==> config.mk <==
export PLATFORM = sky130hd
export DESIGN_NAME = data_sram_ctrl
export DESIGN_NICKNAME = d
export VERILOG_FILES = /design/src/rtl/data_sram_ctrl_pkg.sv /design/src/rtl/data_sram_ctrl_wait_cnt.sv /design/src/rtl/data_sram_ctrl.sv
export SDC_FILE = /design/constraint.sdc
export NUM_CORES = 1
export LEC_CHECK = 0
export BUFFER_PORTS_ARGS = -buffer_cell sky130_fd_sc_hd__buf_2
export CAP_MARGIN = 25
export CORE_ASPECT_RATIO = 1.1
export CORE_MARGIN = 2
export CORE_UTILIZATION = 51
export CTS_CLUSTER_SIZE = 12
export DETAILED_ROUTE_END_ITERATION = 12
export GPL_ROUTABILITY_DRIVEN = 0
export GPL_TIMING_DRIVEN = 0
export PLACE_DENSITY = 0.86
export SKIP_LAST_GASP = 1
export SYNTH_ARGS = -nofsm -noshare
export SYNTH_HDL_FRONTEND = slang
export SYNTH_HIERARCHICAL = 1
export SYNTH_SLANG_ARGS = --single-unit
==> constraint.sdc <==
create_clock -name clk -period 5.1 [get_ports clk]
set_clock_uncertainty 0.2 [all_clocks]
set_input_delay 0.255 -clock clk [delete_from_list [all_inputs] [get_ports clk]]
set_output_delay 0.255 -clock clk [all_outputs]
set_load 0.01 [all_outputs]
==> src/rtl/data_sram_ctrl_pkg.sv <==
// Shared types for the data SRAM controller: FSM state encoding, wait-counter
// width and the default strobe length.
package data_sram_ctrl_pkg;

  typedef enum logic [1:0] {
    StIdle   = 2'd0,
    StAccess = 2'd1,
    StDone   = 2'd2
  } dsram_state_e;

  localparam int unsigned DsramCntW           = 4;
  localparam int unsigned DsramWaitCyclesDflt = 2;

  // Preload that keeps the strobes asserted for exactly wait_cycles cycles.
  function automatic logic [DsramCntW-1:0] dsram_wait_load(input int unsigned wait_cycles);
    return DsramCntW'(wait_cycles - 1);
  endfunction

endpackage

==> src/rtl/data_sram_ctrl_wait_cnt.sv <==
// Loadable down-counter that times the SRAM strobe window; zero_o marks the
// last strobe cycle.
module dsram_wait_cnt
  import data_sram_ctrl_pkg::*;
(
  input  logic                 clk_i,
  input  logic                 rst_ni,
  input  logic                 load_i,
  input  logic [DsramCntW-1:0] load_val_i,
  input  logic                 dec_i,
  output logic                 zero_o
);

  logic [DsramCntW-1:0] cnt_d, cnt_q;

  always_comb begin
    cnt_d = cnt_q;
    if (load_i) begin
      cnt_d = load_val_i;
    end else if (dec_i && (cnt_q != '0)) begin
      cnt_d = cnt_q - DsramCntW'(1);
    end
  end

  always_ff @(posedge clk_i or negedge rst_ni) begin
    if (!rst_ni) begin
      cnt_q <= '0;
    end else begin
      cnt_q <= cnt_d;
    end
  end

  assign zero_o = (cnt_q == '0);

endmodule

==> src/rtl/data_sram_ctrl.sv <==
// Data-memory controller: turns MEM-stage word requests into timed accesses on
// an asynchronous SRAM and stalls the pipeline meanwhile. Optional upper-address
// range check is compiled in with DSRAM_ADDR_CHECK_EN.
module data_sram_ctrl
  import data_sram_ctrl_pkg::*;
#(
  parameter int unsigned ADDR_W      = 20,
  parameter int unsigned WAIT_CYCLES = DsramWaitCyclesDflt
) (
  input  logic              clk,
  input  logic              rst,
  input  logic              mem_ce_i,
  input  logic              mem_we_i,
  input  logic [31:0]       mem_addr_i,
  input  logic [3:0]        mem_sel_i,
  input  logic [31:0]       mem_data_i,
  output logic [31:0]       mem_data_o,
  output logic              stall_req_o,
  output logic              err_o,
  output logic [ADDR_W-1:0] sram_addr_o,
  output logic [31:0]       sram_wdata_o,
  output logic              sram_wdata_oe_o,
  input  logic [31:0]       sram_rdata_i,
  output logic              sram_ce_n_o,
  output logic              sram_oe_n_o,
  output logic              sram_we_n_o,
  output logic [3:0]        sram_be_n_o
);

  localparam logic [DsramCntW-1:0] WaitLoad = dsram_wait_load(WAIT_CYCLES);

  dsram_state_e      state_q;
  logic [ADDR_W-1:0] addr_q;
  logic              we_q;
  logic [31:0]       wdata_q;
  logic [31:0]       rdata_q;
  logic              ce_n_q, oe_n_q, we_n_q, wdata_oe_q;
  logic [3:0]        be_n_q;

  logic addr_bad;
  logic accept;
  logic cnt_zero;

  // Byte-lane bits never reach the SRAM; upper bits only matter to the range check.
  logic unused_addr;
  assign unused_addr = ^{mem_addr_i[31:ADDR_W+2], mem_addr_i[1:0]};

`ifdef DSRAM_ADDR_CHECK_EN
  assign addr_bad = (mem_addr_i >> (ADDR_W + 2)) != '0;
  assign err_o    = (state_q == StIdle) && mem_ce_i && addr_bad;
`else
  assign addr_bad = 1'b0;
  assign err_o    = 1'b0;
`endif

  assign accept = (state_q == StIdle) && mem_ce_i && (mem_sel_i != 4'b0000) && !addr_bad;

  dsram_wait_cnt u_wait_cnt (
    .clk_i      (clk),
    .rst_ni     (rst),
    .load_i     (accept),
    .load_val_i (WaitLoad),
    .dec_i      (state_q == StAccess),
    .zero_o     (cnt_zero)
  );

  // Strobes are registered so the SRAM pins never see a path from mem_*_i.
  always_ff @(posedge clk or negedge rst) begin
    if (!rst) begin
      state_q    <= StIdle;
      addr_q     <= '0;
      we_q       <= 1'b0;
      wdata_q    <= '0;
      rdata_q    <= '0;
      ce_n_q     <= 1'b1;
      oe_n_q     <= 1'b1;
      we_n_q     <= 1'b1;
      wdata_oe_q <= 1'b0;
      be_n_q     <= 4'b1111;
    end else begin
      unique case (state_q)
        StIdle: begin
          if (accept) begin
            state_q    <= StAccess;
            addr_q     <= mem_addr_i[ADDR_W+1:2];
            we_q       <= mem_we_i;
            wdata_q    <= mem_data_i;
            rdata_q    <= '0;
            ce_n_q     <= 1'b0;
            oe_n_q     <= mem_we_i;
            we_n_q     <= ~mem_we_i;
            wdata_oe_q <= mem_we_i;
            be_n_q     <= ~mem_sel_i;
          end
        end
        StAccess: begin
          if (cnt_zero) begin
            state_q    <= StDone;
            if (!we_q) begin
              rdata_q <= sram_rdata_i;
            end
            ce_n_q     <= 1'b1;
            oe_n_q     <= 1'b1;
            we_n_q     <= 1'b1;
            wdata_oe_q <= 1'b0;
            be_n_q     <= 4'b1111;
          end
        end
        StDone: begin
          state_q <= StIdle;
        end
        default: begin
          state_q <= StIdle;
        end
      endcase
    end
  end

  assign stall_req_o     = accept || (state_q == StAccess);
  assign mem_data_o      = (state_q == StDone) ? rdata_q : '0;
  assign sram_addr_o     = addr_q;
  assign sram_wdata_o    = wdata_q;
  assign sram_wdata_oe_o = wdata_oe_q;
  assign sram_ce_n_o     = ce_n_q;
  assign sram_oe_n_o     = oe_n_q;
  assign sram_we_n_o     = we_n_q;
  assign sram_be_n_o     = be_n_q;

endmodule
==> out/qor.log, run 1 <==
[status] status finished, final reports clean
[sta] unrepaired setup endpoints after global routing false
[synthesis] area of the mapped netlist 4410 um^2
[placement] DP HPWL 7.65 mm
[sta] total negative slack for setup checks 0 ns
[power] PD cells 511 nW/um^2
[synthesis] Netlist cell types 43
[route] average wire length per cell after detail routing 18.5 um
[synthesis] Async S/R FF share, synth 1.00
[cts] Post-CTS Resized 0
[synthesis] count of mapped cells out of synthesis 323
[global_routing] grt total ovfl 0
[global_routing] vias in the first global route 4,028
[worst_setup_path] Worst Path Required 5.14 ns
[placement] total cell area at the placement stage 5510 um^2
[synthesis] Mapped Avg Cell Area 13.6 um^2
[cts] H-tree Lvls 3
[flow_run] number of max-capacitance violations reported 0
[sta] slew margin rel. 0.571
[sta] final-report setup violation count 0
[global_routing] global-route usage over all layers 0.288
[synthesis] number of warnings printed during yosys synthesis 6
[layout] growth of design area from synthesis to finish 49.6%
[global_routing] initial antenna violation count 0
[layout] number of filler instances in the final layout 501
[sta] f_max 0.385 GHz
[power] Net Sw Frac 0.359
[worst_setup_path] signal arrival time at the worst endpoint 2.64 ns
[cts] Max clock buf depth 2
[sta] final critical-path required period 2.60 ns
[route] Starting DRT DRC Count 123
[die] starting density of the core 0.524
[layout] Layout Nets 716
[power] leakage 3.30 nW
[synthesis] fraction of the yosys area taken by sequential cells 0.564
[route] count of unresolved DRC violations after routing 0
[route] Routed Wire Length 13.4 mm
[worst_setup_path] startpoint type of the worst setup path flop
[layout] most frequent standard cell in the layout excluding fill and tap cells buf_2
[synthesis] number of enable flip-flop cells after synthesis 0
[die] core outline area 8410 um^2
[layout] layout cells sized above 1 0.456
[synthesis] main flop type after synthesis dfrtp_1
[global_routing] largest net degree at the start of global routing 51
[power] peak supply drop 0.353 mV
[route] post-detailed-route count of antenna-violating nets 0
[die] Std-Cell Rows 35
[sta] hold violation count in the final report 0
[worst_setup_path] Critical Path End Type flop
[die] Top-Level Pins 198
[die] horizontal extent of the die 92.6 um
[worst_setup_path] critical path type flop to flop
[route] total vias in the final route 3,741
[route] detail-routed via count per cell 5.15
[sta] setup slack after layout 2.50 ns
[cts] sinks on the clock net 99
[worst_setup_path] worst-path maximum fanout 10
[power] P_sw 1.21 mW
[sta] slew at the pin closest to its max-slew limit 0.644 ns
[power] Comb power frac 0.441
[global_routing] first-pass GRT wire length 20.6 mm
[cts] clock transition at the registers of the reported paths 0.10 ns
[cts] TritonCTS buffer count 9
[min_path] class of the worst hold path input pin to flop
[placement] worst setup slack after placement 2.56 ns
[placement] count of port buffers added during placement 184
[sta] final number of max-transition violations 0
[power] Power Internal 2.16 mW
[synthesis] flip-flop and latch count after synthesis 99
[die] die area 9400 um^2
[layout] antenna fix cells 0
[cts] CTS Root Buffer Type clkbuf_8
[power] sequential fraction of design power 0.412
[cts] CTS tree done
[cts] clock latency of the later-clocked register in the worst-skew pair 0.35 ns
[sta] Final Cycle Share 0.509
[route] count of TritonRoute iterations in the first routing pass 4
[power] Clk network pwr share 0.147
[layout] final std cell area, no fill 6590 um^2
[die] Die Y-Extent 102 um
[layout] leading cell types in the layout, fill and taps excluded buf_2, dfrtp_1, dlygate4sd3_1
==> cell type report <==
cell class	count	area, um^2	area share
well taps	111	139	0.0211
multi-input cells	199	1730	0.262
repair buffers	274	1840	0.279
plain buffers	21	174	0.0264
inverters	7	31.3	0.00474
clock buffers	10	138	0.0209
flip-flops and latches	99	2490	0.377
clock inverters	6	55.1	0.00835
==> repair_timing <==
item / 4_1_cts / 5_1_grt
hold endpoints to repair: 132 / 0
hold buffers: 89 / 0
setup endpoints to repair: 0 / 0
buffers inserted: 0 / 0
==> cells by family after synthesis <==
family / after synthesis / synth area share
DFF: 99 / 0.564
muxes: 52 / 0.177
adders and majority gates: 1 / 0.00284
and+or+nand+nor: 91 / 0.115
buffers and inverters: 28 / 0.0466
AOI/OAI and AO/OA: 50 / 0.0931
other: 2 / 0.00170
==> worst paths after layout <==
path / start / to / slack, ns / cells after the start
max reg2reg: state_q[0]$_DFFE_PN0P_ / u_wait_cnt/cnt_q[3]$_DFFE_PN0P_ / 2.50 / 8
max: state_q[0]$_DFFE_PN0P_ / u_wait_cnt/cnt_q[3]$_DFFE_PN0P_ / 2.50 / 8
min reg2reg: sram_ce_n_o$_DFFE_PN1P_ / sram_ce_n_o$_DFFE_PN1P_ / 0.31 / 2
min: mem_we_i / we_q$_DFFE_PN0P_ / 0.05 / 3
max in group asynchronous: rst / sram_oe_n_o$_DFFE_PN1P_ / 3.72 / 3
min in group asynchronous: rst / u_wait_cnt/cnt_q[3]$_DFFE_PN0P_ / 0.26 / 2
==> worst max-delay path: stages, from the launching register on <==
cell	delay, ns
dfrtp_1	0.46
nor3b_2	0.50
nand2_4	0.13
inv_6	0.15
buf_6	0.18
buf_6	0.16
buf_1	0.30
nor3_1	0.09
a221o_1	0.32
==> metal layers <==
layer,GRT usage,wire length (um)
met1,0.318,4910
met4,0.144,534
met5,0,0
met2,0.541,7480
met3,0.0439,520
==> power groups by stage <==
| stage | Combinational [mW] | Sequential (mW) | Clock [mW] |
|---|---|---|---|
| final | 1.49 | 1.39 | 0.495 |
| after global routing | 1.58 | 1.42 | 0.541 |
| after CTS | 1.45 | 1.36 | 0.500 |
| after detailed placement | 1.39 | 1.37 | 0 |
| after global placement | 1.34 | 1.34 | 0 |
| after floorplan | 0.813 | 1.46 | 0 |
==> registers in the layout (all words and copies together) (netlist names) <==
| register | cells |
|---|---|
| state_q | 2 |
| sram_addr_o | 20 |
| sram_we_n_o | 1 |
| sram_oe_n_o | 1 |
| sram_wdata_o | 32 |
| sram_be_n_o | 4 |
| we_q | 1 |
| sram_ce_n_o | 1 |
| sram_wdata_oe_o | 1 |
| rdata_q | 32 |
| u_wait_cnt/cnt_q | 4 |
==> synthesized netlist by cell type (all sizes together) (2+ instances only) <==
| cell type | count | share of area |
|---|---|---|
| a21oi | 3 | 0.0034 |
| a2bb2oi | 4 | 0.0079 |
| and2 | 32 | 0.045 |
| buf | 11 | 0.031 |
| clkbuf | 10 | 0.0085 |
| conb | 2 | 0.0017 |
| dfrtp | 92 | 0.52 |
| dfstp | 7 | 0.042 |
| inv | 7 | 0.0071 |
| mux2 | 52 | 0.18 |
| nand2 | 39 | 0.035 |
| nand2b | 2 | 0.0028 |
| nor2 | 4 | 0.0034 |
| nor3b | 2 | 0.0045 |
| o21ai | 7 | 0.0079 |
| o2bb2ai | 31 | 0.064 |
| or3b | 2 | 0.0045 |
==> metrics by stage <==
stage / std cells / utilization / power [mW] / hold WS (ns)
finish: 727 / 0.784 / 3.37 / 0.0539
global placement: 621 / 0.652 / 2.68 / 0.223
detailed placement: 622 / 0.655 / 2.76 / 0.122
floorplan: 326 / - / 2.27 / -0.241
CTS: 727 / 0.784 / 3.31 / 0.0207
global route: 727 / 0.784 / 3.55 / 0.0579
Power figures use the tool's default switching activity.
==> inputs of run 2 (changes only) <==
--- a/config.mk
+++ b/config.mk
@@ -9,12 +9,12 @@
 export CAP_MARGIN = 25
 export CORE_ASPECT_RATIO = 1.1
 export CORE_MARGIN = 2
-export CORE_UTILIZATION = 51
+export CORE_UTILIZATION = 47
 export CTS_CLUSTER_SIZE = 12
 export DETAILED_ROUTE_END_ITERATION = 12
 export GPL_ROUTABILITY_DRIVEN = 0
 export GPL_TIMING_DRIVEN = 0
-export PLACE_DENSITY = 0.86
+export PLACE_DENSITY = 0.8
 export SKIP_LAST_GASP = 1
 export SYNTH_ARGS = -nofsm -noshare
 export SYNTH_HDL_FRONTEND = slang
==> constraint.sdc (replaced) <==
create_clock -name clk -period 2.69 [get_ports clk]
set_clock_uncertainty 0.2 [all_clocks]
set_input_delay 0.1345 -clock clk [delete_from_list [all_inputs] [get_ports clk]]
set_output_delay 0.1345 -clock clk [all_outputs]
set_load 0.01 [all_outputs]
==> out/qor.log, run 2 (synthesis gave the netlist of run 1 again) <==
[die] Die Y-Extent 106 um [was 102 um]
[sta] total negative slack for setup checks 0 ns [unchanged]
[layout] most frequent standard cell in the layout excluding fill and tap cells buf_2 [unchanged]
[route] total vias in the final route 3,610 [was 3,741]
[status] status finished, final reports clean [unchanged]
[worst_setup_path] signal arrival time at the worst endpoint 2.50 ns [was 2.64 ns]
[placement] DP HPWL 7.30 mm [was 7.65 mm]
[power] leakage 3.31 nW [was 3.30 nW]
[sta] final-report setup violation count 0 [unchanged]
[sta] final number of max-transition violations 0 [unchanged]
[cts] TritonCTS buffer count 9 [unchanged]
[route] detail-routed via count per cell 4.92 [was 5.15]
[layout] layout cells sized above 1 0.460 [was 0.456]
[die] Top-Level Pins 198 [unchanged]
[worst_setup_path] Worst path slowest cell dfrtp_1 [was nor3b_2]
[min_path] class of the worst hold path input pin to async pin [was input pin to flop]
[worst_setup_path] top cell family by delay on the critical path buffers and inverters [unchanged]
[worst_setup_path] Top cell by count, worst path buf_6 [unchanged]
[layout] final cell utilization of the core 0.714 [was 0.784]
[route] post-detailed-route count of antenna-violating nets 0 [unchanged]
[sta] f_max 0.407 GHz [was 0.385 GHz]
[worst_setup_path] Worst Path Required 2.73 ns [was 5.14 ns]
[layout] antenna fix cells 0 [unchanged]
[die] Std-Cell Rows 37 [was 35]
[cts] clock latency of the later-clocked register in the worst-skew pair 0.35 ns [about the same]
[route] count of unresolved DRC violations after routing 0 [unchanged]
[worst_setup_path] Critical Path End Type flop [unchanged]
[cts] clock transition at the registers of the reported paths 0.11 ns [was 0.10 ns]
[global_routing] largest net degree at the start of global routing 75 [was 51]
[cts] number of buffers inserted by post-CTS setup repair 0 [unchanged]
[worst_setup_path] largest incremental delay on the critical path 0.46 ns [was 0.50 ns]
[cts] CTS tree done [unchanged]
[worst_setup_path] CP cell instances nor3b_4 > nand2_4 > inv_6 > buf_6 > buf_6 > buf_1 > nor3_1 > a221o_1 [was nor3b_2 > nand2_4 > inv_6 > buf_6 > buf_6 > buf_1 > nor3_1 > a221o_1]
[placement] count of port buffers added during placement 184 [unchanged]
[placement] total instance count after detailed placement 628 [was 622]
[die] starting density of the core 0.476 [was 0.524]
[die] die area 10,200 um^2 [was 9400 um^2]
[worst_setup_path] worst-path maximum fanout 10 [unchanged]
[sta] final critical-path required period 2.46 ns [was 2.60 ns]
[sta] Final Cycle Share 0.914 [was 0.509]
[global_routing] global-route usage over all layers 0.245 [was 0.288]
[cts] sinks on the clock net 99 [unchanged]
[layout] growth of design area from synthesis to finish 50.0% [was 49.6%]
[layout] leading cell types in the layout, fill and taps excluded buf_2, dfrtp_1, dlygate4sd3_1 [unchanged]
[cts] CTS Root Buffer Type clkbuf_8 [unchanged]
[global_routing] initial antenna violation count 0 [unchanged]
[layout] Layout Nets 717 [was 716]
[global_routing] first-pass GRT wire length 18.9 mm [was 20.6 mm]
[route] Routed Wire Length 12.4 mm [was 13.4 mm]
[route] Starting DRT DRC Count 150 [was 123]
[sta] unrepaired setup endpoints after global routing false [unchanged]
[worst_setup_path] critical path type flop to flop [unchanged]
[global_routing] vias in the first global route 3,867 [was 4,028]
[power] PD cells 953 nW/um^2 [was 511 nW/um^2]
[flow_run] number of max-capacitance violations reported 0 [unchanged]
[placement] worst setup slack after placement 0.126 ns [was 2.56 ns]
[cts] H-tree Lvls 3 [unchanged]
[power] peak supply drop 0.582 mV [was 0.353 mV]
[global_routing] grt total ovfl 0 [unchanged]
[route] average wire length per cell after detail routing 16.9 um [was 18.5 um]
[cts] Max clock buf depth 2 [unchanged]
[sta] setup slack after layout 0.230 ns [was 2.50 ns]
[worst_setup_path] startpoint type of the worst setup path flop [unchanged]
[die] horizontal extent of the die 96.3 um [was 92.6 um]
[route] count of TritonRoute iterations in the first routing pass 4 [unchanged]
[worst_setup_path] Buffers & Inverters on Critical Path 4 [unchanged]
[sta] hold violation count in the final report 0 [unchanged]
[die] core outline area 9260 um^2 [was 8410 um^2]
[layout] Non-Filler Instances 734 [was 727]
==> run 2: cell types whose count changed in the layout (fill, tap and decap cells not counted) <==
cell,delta
clkbuf_1,-3
clkbuf_2,+3
inv_6,-2
clkbuf_8,-1
clkinv_2,+1
clkinvlp_4,+1
dlygate4sd3_1,+1
inv_8,+1
nor3b_2,-1
nor3b_4,+1
==> run 2: per-layer routing <==
metal  GRT usage  wire (um)
met5           0          0
met4      0.0855        217
met3      0.0386        549
met2       0.452       6850
met1       0.280       4770
==> run 2: repair_timing <==
item                                    CTS  global route
hold endpoints to repair                185             0
endpoints found under the setup margin    0            23
hold buffers                             90             0
gates resized for setup                   0             7
==> run 2: final timing paths <==
| check | from | depth (start not counted) | slack [ns] | to |
|---|---|---|---|---|
| max | state_q[0]$_DFFE_PN0P_ | 8 | 0.23 | u_wait_cnt/cnt_q[3]$_DFFE_PN0P_ |
| min | rst | 2 | 0.03 | sram_wdata_o[18]$_DFFE_PN0P_ |
| max reg2reg | state_q[0]$_DFFE_PN0P_ | 8 | 0.23 | u_wait_cnt/cnt_q[3]$_DFFE_PN0P_ |
| min reg2reg | sram_be_n_o[2]$_DFFE_PN1P_ | 1 | 0.31 | sram_be_n_o[2]$_DFFE_PN1P_ |
| max in group asynchronous | rst | 3 | 1.54 | sram_be_n_o[2]$_DFFE_PN1P_ |
| min in group clk | mem_ce_i | 4 | 0.04 | we_q$_DFFE_PN0P_ |
==> run 2: layout make-up <==
type | instances | area [um^2]
Fill cell | 631 | 2650
Tap cell | 117 | 146
Clock buffer | 9 | 124
Buffer | 21 | 178
Inverter | 7 | 31.3
Multi-Input combinational cell | 199 | 1730
Timing Repair Buffer | 275 | 1850
Clock inverter | 7 | 61.3
Sequential cell | 99 | 2490
==> run 2: per-stage QoR <==
stage                     total power [mW]  hold slack (ns)  instance area (um^2)
final                                 6.30           0.0291                  6610
after global routing                  6.67           0.0507                  6610
after CTS                             6.24           0.0216                  6600
after detailed placement              5.22           -0.133                  5520
after global placement                5.09           0.0985                  5490
after floorplan                       4.31           -0.361                  4420
==> run 2: power breakdown <==
group	leakage (nW)	switching [mW]	internal, mW
combinational	1.99	1.25	1.52
sequential	1.22	0.422	2.20
clock	0.0936	0.555	0.355
total	3.31	2.23	4.07
